==> config.mk <==
export PLATFORM = sky130hd
export DESIGN_NAME = enable_generator
export DESIGN_NICKNAME = d
export VERILOG_FILES = /design/src/rtl/traffic_pkg.sv /design/src/rtl/enable_generator.sv
export SDC_FILE = /design/constraint.sdc
export NUM_CORES = 1
export LEC_CHECK = 0
export ABC_AREA = 1
export BUFFER_PORTS_ARGS = -buffer_cell sky130_fd_sc_hd__buf_2
export CAP_MARGIN = 20
export CORE_MARGIN = 2
export CORE_UTILIZATION = 41
export DETAILED_ROUTE_END_ITERATION = 8
export GPL_TIMING_DRIVEN = 0
export PLACE_DENSITY = 0.59
export SYNTH_ARGS = -nofsm -noshare
export SYNTH_HDL_FRONTEND = slang
export SYNTH_SLANG_ARGS = --single-unit
==> constraint.sdc <==
create_clock -name clock -period 5 [get_ports clock]
set_input_delay 0.75 -clock clock [delete_from_list [all_inputs] [get_ports clock]]
set_output_delay 0.75 -clock clock [all_outputs]
set_load 0.02 [all_outputs]
==> src/rtl/traffic_pkg.sv <==
// ============================================================================
// Module   : traffic_pkg
// Purpose  : Shared constants for the traffic-light timing path.
//            DIV_SIM / DIV_BOARD select the prescaler divisor for simulation
//            and board builds; DIV_WIDTH must hold DIV_BOARD.
// Revision : 1.0  initial release
// ============================================================================
`default_nettype none

package traffic_pkg;

  localparam int unsigned DIV_SIM        = 10;
  localparam int unsigned DIV_BOARD      = 100_000_000;
  localparam int          DIV_WIDTH      = 27;
  localparam int          TICK_CNT_WIDTH = 8;

endpackage : traffic_pkg

`default_nettype wire

==> src/rtl/enable_generator.sv <==
// ============================================================================
// Module   : enable_generator
// Purpose  : Runtime-programmable prescaler. Emits a one-cycle enable_tick
//            every max(div_active,1) running clocks, plus a blink square wave
//            (toggles per tick) and a wrapping tick counter.
// Ports    : clock        - rising-edge clock
//            reset_n      - asynchronous active-low reset
//            run          - count enable (low = pause, period resumes)
//            clear        - synchronous restart of period/blink/tick_count
//            div_load     - capture div_value as the next divisor
//            div_value    - divisor (0 behaves as 1)
//            enable_tick  - registered one-cycle pulse at end of each period
//            blink        - toggles on each tick
//            tick_count   - ticks since reset/clear, wraps
// Revision : 1.0  initial release
// ============================================================================
`default_nettype none

module enable_generator
  import traffic_pkg::*;
#(
  parameter int          WIDTH       = DIV_WIDTH,
  parameter int unsigned DEFAULT_DIV = DIV_SIM,
  parameter int          CNT_WIDTH   = TICK_CNT_WIDTH
) (
  input  logic                 clock,
  input  logic                 reset_n,
  input  logic                 run,
  input  logic                 clear,
  input  logic                 div_load,
  input  logic [WIDTH-1:0]     div_value,
  output logic                 enable_tick,
  output logic                 blink,
  output logic [CNT_WIDTH-1:0] tick_count
);

  logic [WIDTH-1:0]     cnt_q,           cnt_d;
  logic [WIDTH-1:0]     div_active_q,    div_active_d;
  logic [WIDTH-1:0]     div_pending_q,   div_pending_d;
  logic                 pending_valid_q, pending_valid_d;
  logic                 enable_tick_q,   enable_tick_d;
  logic                 blink_q,         blink_d;
  logic [CNT_WIDTH-1:0] tick_count_q,    tick_count_d;

  logic [WIDTH-1:0]     div_eff;
  logic [WIDTH-1:0]     div_next;
  logic                 wrap;

  // A zero divisor is stored as loaded but counts like 1.
  assign div_eff = (div_active_q == '0) ? WIDTH'(1) : div_active_q;
  assign wrap    = (cnt_q == div_eff - WIDTH'(1));

  // Divisor adopted at a period boundary: a same-cycle load beats an older
  // pending one, which beats keeping the current divisor.
  assign div_next = div_load        ? div_value     :
                    pending_valid_q ? div_pending_q : div_active_q;

  always_comb begin
    cnt_d           = cnt_q;
    div_active_d    = div_active_q;
    div_pending_d   = div_pending_q;
    pending_valid_d = pending_valid_q;
    enable_tick_d   = 1'b0;
    blink_d         = blink_q;
    tick_count_d    = tick_count_q;

    // Loads only stage the value; the running period is never disturbed.
    if (div_load) begin
      div_pending_d   = div_value;
      pending_valid_d = 1'b1;
    end

    if (clear) begin
      cnt_d           = '0;
      blink_d         = 1'b0;
      tick_count_d    = '0;
      div_active_d    = div_next;
      pending_valid_d = 1'b0;
    end else if (run) begin
      if (wrap) begin
        cnt_d           = '0;
        enable_tick_d   = 1'b1;
        blink_d         = ~blink_q;
        tick_count_d    = tick_count_q + CNT_WIDTH'(1);
        div_active_d    = div_next;
        pending_valid_d = 1'b0;
      end else begin
        cnt_d = cnt_q + WIDTH'(1);
      end
    end
  end

  always_ff @(posedge clock or negedge reset_n) begin
    if (!reset_n) begin
      cnt_q           <= '0;
      div_active_q    <= WIDTH'(DEFAULT_DIV);
      div_pending_q   <= '0;
      pending_valid_q <= 1'b0;
      enable_tick_q   <= 1'b0;
      blink_q         <= 1'b0;
      tick_count_q    <= '0;
    end else begin
      cnt_q           <= cnt_d;
      div_active_q    <= div_active_d;
      div_pending_q   <= div_pending_d;
      pending_valid_q <= pending_valid_d;
      enable_tick_q   <= enable_tick_d;
      blink_q         <= blink_d;
      tick_count_q    <= tick_count_d;
    end
  end

  assign enable_tick = enable_tick_q;
  assign blink       = blink_q;
  assign tick_count  = tick_count_q;

endmodule : enable_generator

`default_nettype wire

Word level (Yosys, flattened, before mapping)
Index checks and enable logic that the tools add are counted.

Add/sub/neg operators: 3. $mul: 0. Div/mod/pow operators: 0. Order comparisons: 0. Equal/unequal tests: 1. Shifts and indexed selects: 0. Muxes and demuxes: 22. Bitwise operators: 1. Reduce and logical (&&, ||, !) cells: 4.

Operator list (count): $mux 27 (9); $add 27x1->27 const B (1); $eq 27x27->1 (1); $logic_not 27->1 (1); $sub 27x1->27 const B (1); $mux 8 (3); $mux 1 (10); $add 8x1->8 const B (1); $reduce_bool 2->1 (2); $reduce_and 2->1 (1); $not 1->1 (1).

Register bits: 92. Latch bits: 0. Memory bits (writable): 0. Memory bits (read-only): 0. Logic and storage cells: 38. Memories kept: 0.

Logic depth before layout (Yosys ltp)
Word-level depth: 7. Gate-level depth with buffers: 26.

Least setup slack after synthesis
Ideal clock, no wire load.

Kind: register to register. Start point: reg div_active_q[3]. End point: reg pending_valid_q. Arrival time: 2.887 ns. Slack: 1.987 ns. Cell stages (with the launch flop): 23. Path buffers: 2. Clock period less this slack: 3.013 ns. Path through: dfstp_2 nor2_8 nand2_1 nor2_1 nand2_2 nor2_4 nor2_4 ha_1 nand2_4 nor3_4 nand2_2 nor3_2 nand2_1 xor2_1 nand3b_1 nor2_2 nand2_2 nand2_4 nand2_4 inv_2 buf_6 buf_12 nor2_4.

Word-level cells in the longest chain between the ends: 7.

Ends and longest elaborated chain: start, declared (RTL line enable_generator.sv:38) `logic [WIDTH-1:0] div_active_q, div_active_d;`; start signal, assigned (RTL line enable_generator.sv:96) `div_active_q <= WIDTH'(DEFAULT_DIV);`; start signal, assigned (RTL line enable_generator.sv:104) `div_active_q <= div_active_d;`; $logic_not 27->1 (RTL line enable_generator.sv:50) `assign div_eff = (div_active_q == '0) ? WIDTH'(1) : div_active_q;`; $mux 27 (*) (RTL line enable_generator.sv:50); $sub 27x1->27 (*) (RTL line enable_generator.sv:51) `assign wrap = (cnt_q == div_eff - WIDTH'(1));`; $eq 27x27->1 (*) (RTL line enable_generator.sv:51); $mux 1 (*) (RTL line enable_generator.sv:80) `if (wrap) begin`; $mux 1 (*) (RTL line enable_generator.sv:79) `end else if (run) begin`; $mux 1 (*) (RTL line enable_generator.sv:73) `if (clear) begin`; named net pending_valid_d (RTL line enable_generator.sv:40) `logic pending_valid_q, pending_valid_d;`; end signal, assigned (RTL line enable_generator.sv:106) `pending_valid_q <= pending_valid_d;`; end, declared (RTL line enable_generator.sv:40).

The timed path passes the listed nets; every way through them passes the cells marked *. A chain may end at the register's enable or synchronous reset.

Worst setup path after layout
Start point: reg div_active_q[1]. End point: reg cnt_q[15].

Word-level cells in the longest chain between the ends: 7.

Ends and longest elaborated chain: $logic_not 27->1 (RTL line enable_generator.sv:50); $mux 27 (*) (RTL line enable_generator.sv:50); $sub 27x1->27 (*) (RTL line enable_generator.sv:51); $eq 27x27->1 (*) (RTL line enable_generator.sv:51); $mux 27 (*) (RTL line enable_generator.sv:80); $mux 27 (*) (RTL line enable_generator.sv:79); $mux 27 (*) (RTL line enable_generator.sv:73); end signal, assigned (RTL line enable_generator.sv:103) `cnt_q <= cnt_d;`; end, declared (RTL line enable_generator.sv:37) `logic [WIDTH-1:0] cnt_q, cnt_d;`.

Mark *: on every way between the ends. The rest lies on a longest branch, timed or not. The select of a mux whose other input is x is not followed.

==> run summary <==
The count of buffers from port buffering came out at 40. The vertical extent of the die is 121.9 microns. The detailed-routing iteration count for the pre-antenna-repair pass is 4. For this design the top-level I/O count stands at 42. The flip-flop and latch count after synthesis is 92. After floorplanning, the core was sized to cover 0.01372 sq mm. The maximum resistive drop on vdd came out at 0.1864 mV. The count of nets left with antenna violations once routing finished came out at 0. The placed instances occupy a cell area of 0.006151 sq mm. The final-report max-slew violation count is 0. The final number of setup-violating endpoints is 0.

Setup repair after global routing left no endpoint under its margin. The number of hold buffers added after CTS came out at 0. The library cell used most frequently in the layout, excluding fill and tap cells, is nand2_1. Dividing total power by cell area gives a power density of 328.6 mW/mm^2. The die boundary width is 121.9 microns. The worst-case clock buffer depth is 2. The via total after detailed routing came out at 4991. The launching element type of the critical path is a flip-flop.

The TritonCTS clock tree is built. In this run the worst hold path is classified as input pin to async pin. The number of global-route vias before repair came to 4920. Timing would allow up to 271.9 MHz. The number of antenna diodes in the final layout is 0. Timing analysis after detailed placement gives a worst setup slack of 1.333 ns. The remaining design rule violation count came out at 0.

The net switching share of the total power came out at 33.56%. The internal power component is 1.410 mW. The number of DRC markers in iteration 0 came out at 300. The top-area cell type share of the netlist area came out at 39.54%. The total routed wirelength came out at 14.78 mm. The classification of the worst setup path is flip-flop to flip-flop.

The leftover overflow at the end of global routing is 0. The data arrival time of the critical path came out at 3.91 ns. Headroom to the max-slew limit came out at 57.32%.

The per-instance average area after synthesis is 7.604 sq um. Of the total power, registers draw 41.9%. Once the clock tree was built, the setup fixing pass inserted 0 buffers. In this run the critical register-to-register path is launched from div_active_q[1]. The end of the worst register-to-register path is cnt_q[15]. The clock network fraction of total power came out at 33.1%. The count of non-filler cells in the finished layout is 986. The area of the die came out at 0.01485 sq mm. The most area-hungry cell type in the Yosys netlist is dfrtp_1. For this configuration, the core starts out at a cell density of 41.51%. Of the synthesized area, sequential elements account for 40.47%.

The analysis attributes to net switching a power of 711.9 uW. Summed over all cells, the static leakage comes to 3.126 nW. The slew at the pin with the worst max-slew slack is 0.6379 ns.

The first global-routing pass estimated 25.11 mm of wire. The weighted congestion at the end of routability-driven global placement is 0.9370. The area of the mapped netlist is 0.005695 sq mm. The largest clock skew in the final design is 0.005480 ns. The share of total power dissipated in combinational logic is 25.0%. In the synthesized netlist, the number of instances is 749. The number of clock buffers inserted by TritonCTS came out at 9. After synthesis, the cell types taking the most area are dfrtp_1 40%, nand2_1 17%, xor2_1 6.0%, nor2_1 5.5%, nand4_1 4.6%. The number of unique standard cell types used by synthesis is 46. The number of nets produced by synthesis is 784. Of all nets on the critical path, the largest fanout is 10.

The total of fill cells in the finished design is 1436. The detailed-route wire length per cell came out at 14.99 microns. The count of nets after finishing is 836. The routed via count divided by cell count came out at 5.062.

The number of cells upsized or downsized after cts came out at 0. The total of warnings raised by yosys is 0. The smallest hold slack is 0.3742 ns. The total negative slack came out at 0 ns.

The row count came out at 43. Relative to the synthesized area, the layout overhead comes to 13.36%. The cell area after layout came out at 0.006456 sq mm. Measured in cells, the most critical reg-to-reg path has a length of 24. The run finished with clean final reports. The number of clock sinks came out at 92. CTS placed an instance of clkbuf_16 at the clock tree root. The clock tree synthesis step divided the H-tree into 3 levels. The least setup slack across all paths after layout came out at 1.322 ns. The HPWL reported at the end of detailed placement is 11.72 mm.

In the finished design, the share of the clock period the worst path needs comes to 73.56%. In the layout the commonest cells are 253 x nand2_1, 90 x dfrtp_1, 83 x nor2_1, 49 x inv_1, 44 x buf_2. The minimum setup slack among reg-to-reg paths is 1.32 ns.

The largest net degree at the start of global routing is 56. The critical path capture point type is a flip-flop. The clock transition at the registers of the reported paths is 0.07 ns. The minimum clock period is 3.678 ns. The clock latency reported for the late side of the worst-skew pair came out at 0.35 ns. The number of antenna violations at the first check in global routing came to 0. The number of hold violations in the final report is 0.

The count of max-cap constraint violations is 0. The number of cells in the design after placement came out at 970. The aggregate global-route resource usage is 22.01%.

The required time of the worst setup path is 5.24 ns. The share of final-layout standard cells stronger than drive strength 1 came out at 14.76%.
==> sequential cells by signal, indices dropped and copies added (netlist names) <==
name and cells:
blink 1, cnt_q 27, div_active_q 27, div_pending_q 27
enable_tick 1, pending_valid_q 1, tick_count 8
==> kinds of logic (layout without fill, tap and decap cells) <==
logic type,count (synthesis),in the layout,synth area share (%)
xor+xnor,58,58,9.051
buf+inv,83,140,6.524
fa+ha+maj,3,3,0.6591
simple gates,489,489,40.77
compound gates,24,24,2.527
flops,92,92,40.47
==> layer usage <==
layer  wire length, microns  part of all wire [%]  GRT usage (%)  vias up
met5                      0                     0              0        -
met4                    292                   2.0          6.897        0
li1                       -                     -              -     2496
met3                    613                   4.1          3.979       20
met1                   7024                    48          30.83     2374
met2                   6847                    46          34.67      101
==> area by class of cell <==
type | count | area, sq um | share of cell area [%]
clock buffers | 12 | 256.5 | 3.973
flip-flops and latches | 92 | 2305 | 35.70
plain buffers | 25 | 153.9 | 2.384
repair buffers | 41 | 230.2 | 3.566
multi-input cells | 574 | 3019 | 46.76
inverters | 58 | 217.7 | 3.372
clock inverters | 4 | 48.80 | 0.7558
well taps | 180 | 225.2 | 3.488
==> per-stage QoR <==
stage	utilization [%]	total power [mW]
floorplan	-	1.267
detailed placement	44.83	1.431
CTS	47.06	2.143
finish	47.06	2.121
global route	47.06	2.258
global placement	44.61	1.419
==> worst max-delay path by stage <==
| stage | slack (ns) | startpoint | cells past startpoint | to |
|---|---|---|---|---|
| floorplan | 1.99 | div_active_q[3] | 22 | pending_valid_q |
| global placement | 1.29 | div_active_q[1] | 24 | pending_valid_q |
| detailed placement | 1.33 | div_active_q[1] | 24 | pending_valid_q |
| CTS | 1.31 | div_active_q[1] | 24 | pending_valid_q |
| global route | 0.98 | div_active_q[1] | 24 | pending_valid_q |
| finish | 1.32 | div_active_q[1] | 24 | cnt_q[15] |
==> critical path, cell delays in order, from the launching register on <==
cell	delay [ns]
dfstp_2	0.60
nor2_2	0.07
nand2_1	0.07
nor2_1	0.05
nand2_2	0.07
nor2_4	0.04
nor2_4	0.24
ha_1	0.30
nand2_4	0.10
nor2_1	0.17
nand3_1	0.15
nor2_1	0.22
nand2_1	0.12
xor2_1	0.19
nand3_1	0.10
nor2_1	0.10
nand2_1	0.06
nor2_2	0.14
nand2_2	0.11
nand2_4	0.11
nand2_4	0.08
inv_2	0.07
buf_6	0.15
buf_12	0.19
nor2_4	0.04
==> power by group through the flow <==
| stage | registers [mW] | clock network (mW) | logic [mW] |
|---|---|---|---|
| floorplan | 0.881 | 0 | 0.386 |
| global placement | 0.901 | 0 | 0.518 |
| detailed placement | 0.902 | 0 | 0.529 |
| CTS | 0.889 | 0.722 | 0.531 |
| global route | 0.899 | 0.756 | 0.604 |
| finish | 0.889 | 0.702 | 0.531 |
==> cells in the mapped netlist, drive strengths merged <==
| cell | instances |
|---|---|
| nor3 | 11 |
| nand2 | 262 |
| nand4 | 43 |
| and3 | 2 |
| a31o | 1 |
| nor3b | 2 |
| nand3b | 10 |
| nor2 | 100 |
| nor4 | 7 |
| dfrtp | 90 |
| xor2 | 39 |
| a21oi | 2 |
| dfstp | 2 |
| buf | 11 |
| o311ai | 1 |
| o21ai | 16 |
| or3 | 1 |
| o21bai | 1 |
| clkinv | 1 |
| or2 | 5 |
| a211oi | 1 |
| inv | 57 |
| o22ai | 1 |
| nand3 | 46 |
| o211ai | 1 |
| ha | 3 |
| clkbuf | 14 |
| xnor2 | 19 |
(Power assumes the default switching activity.)
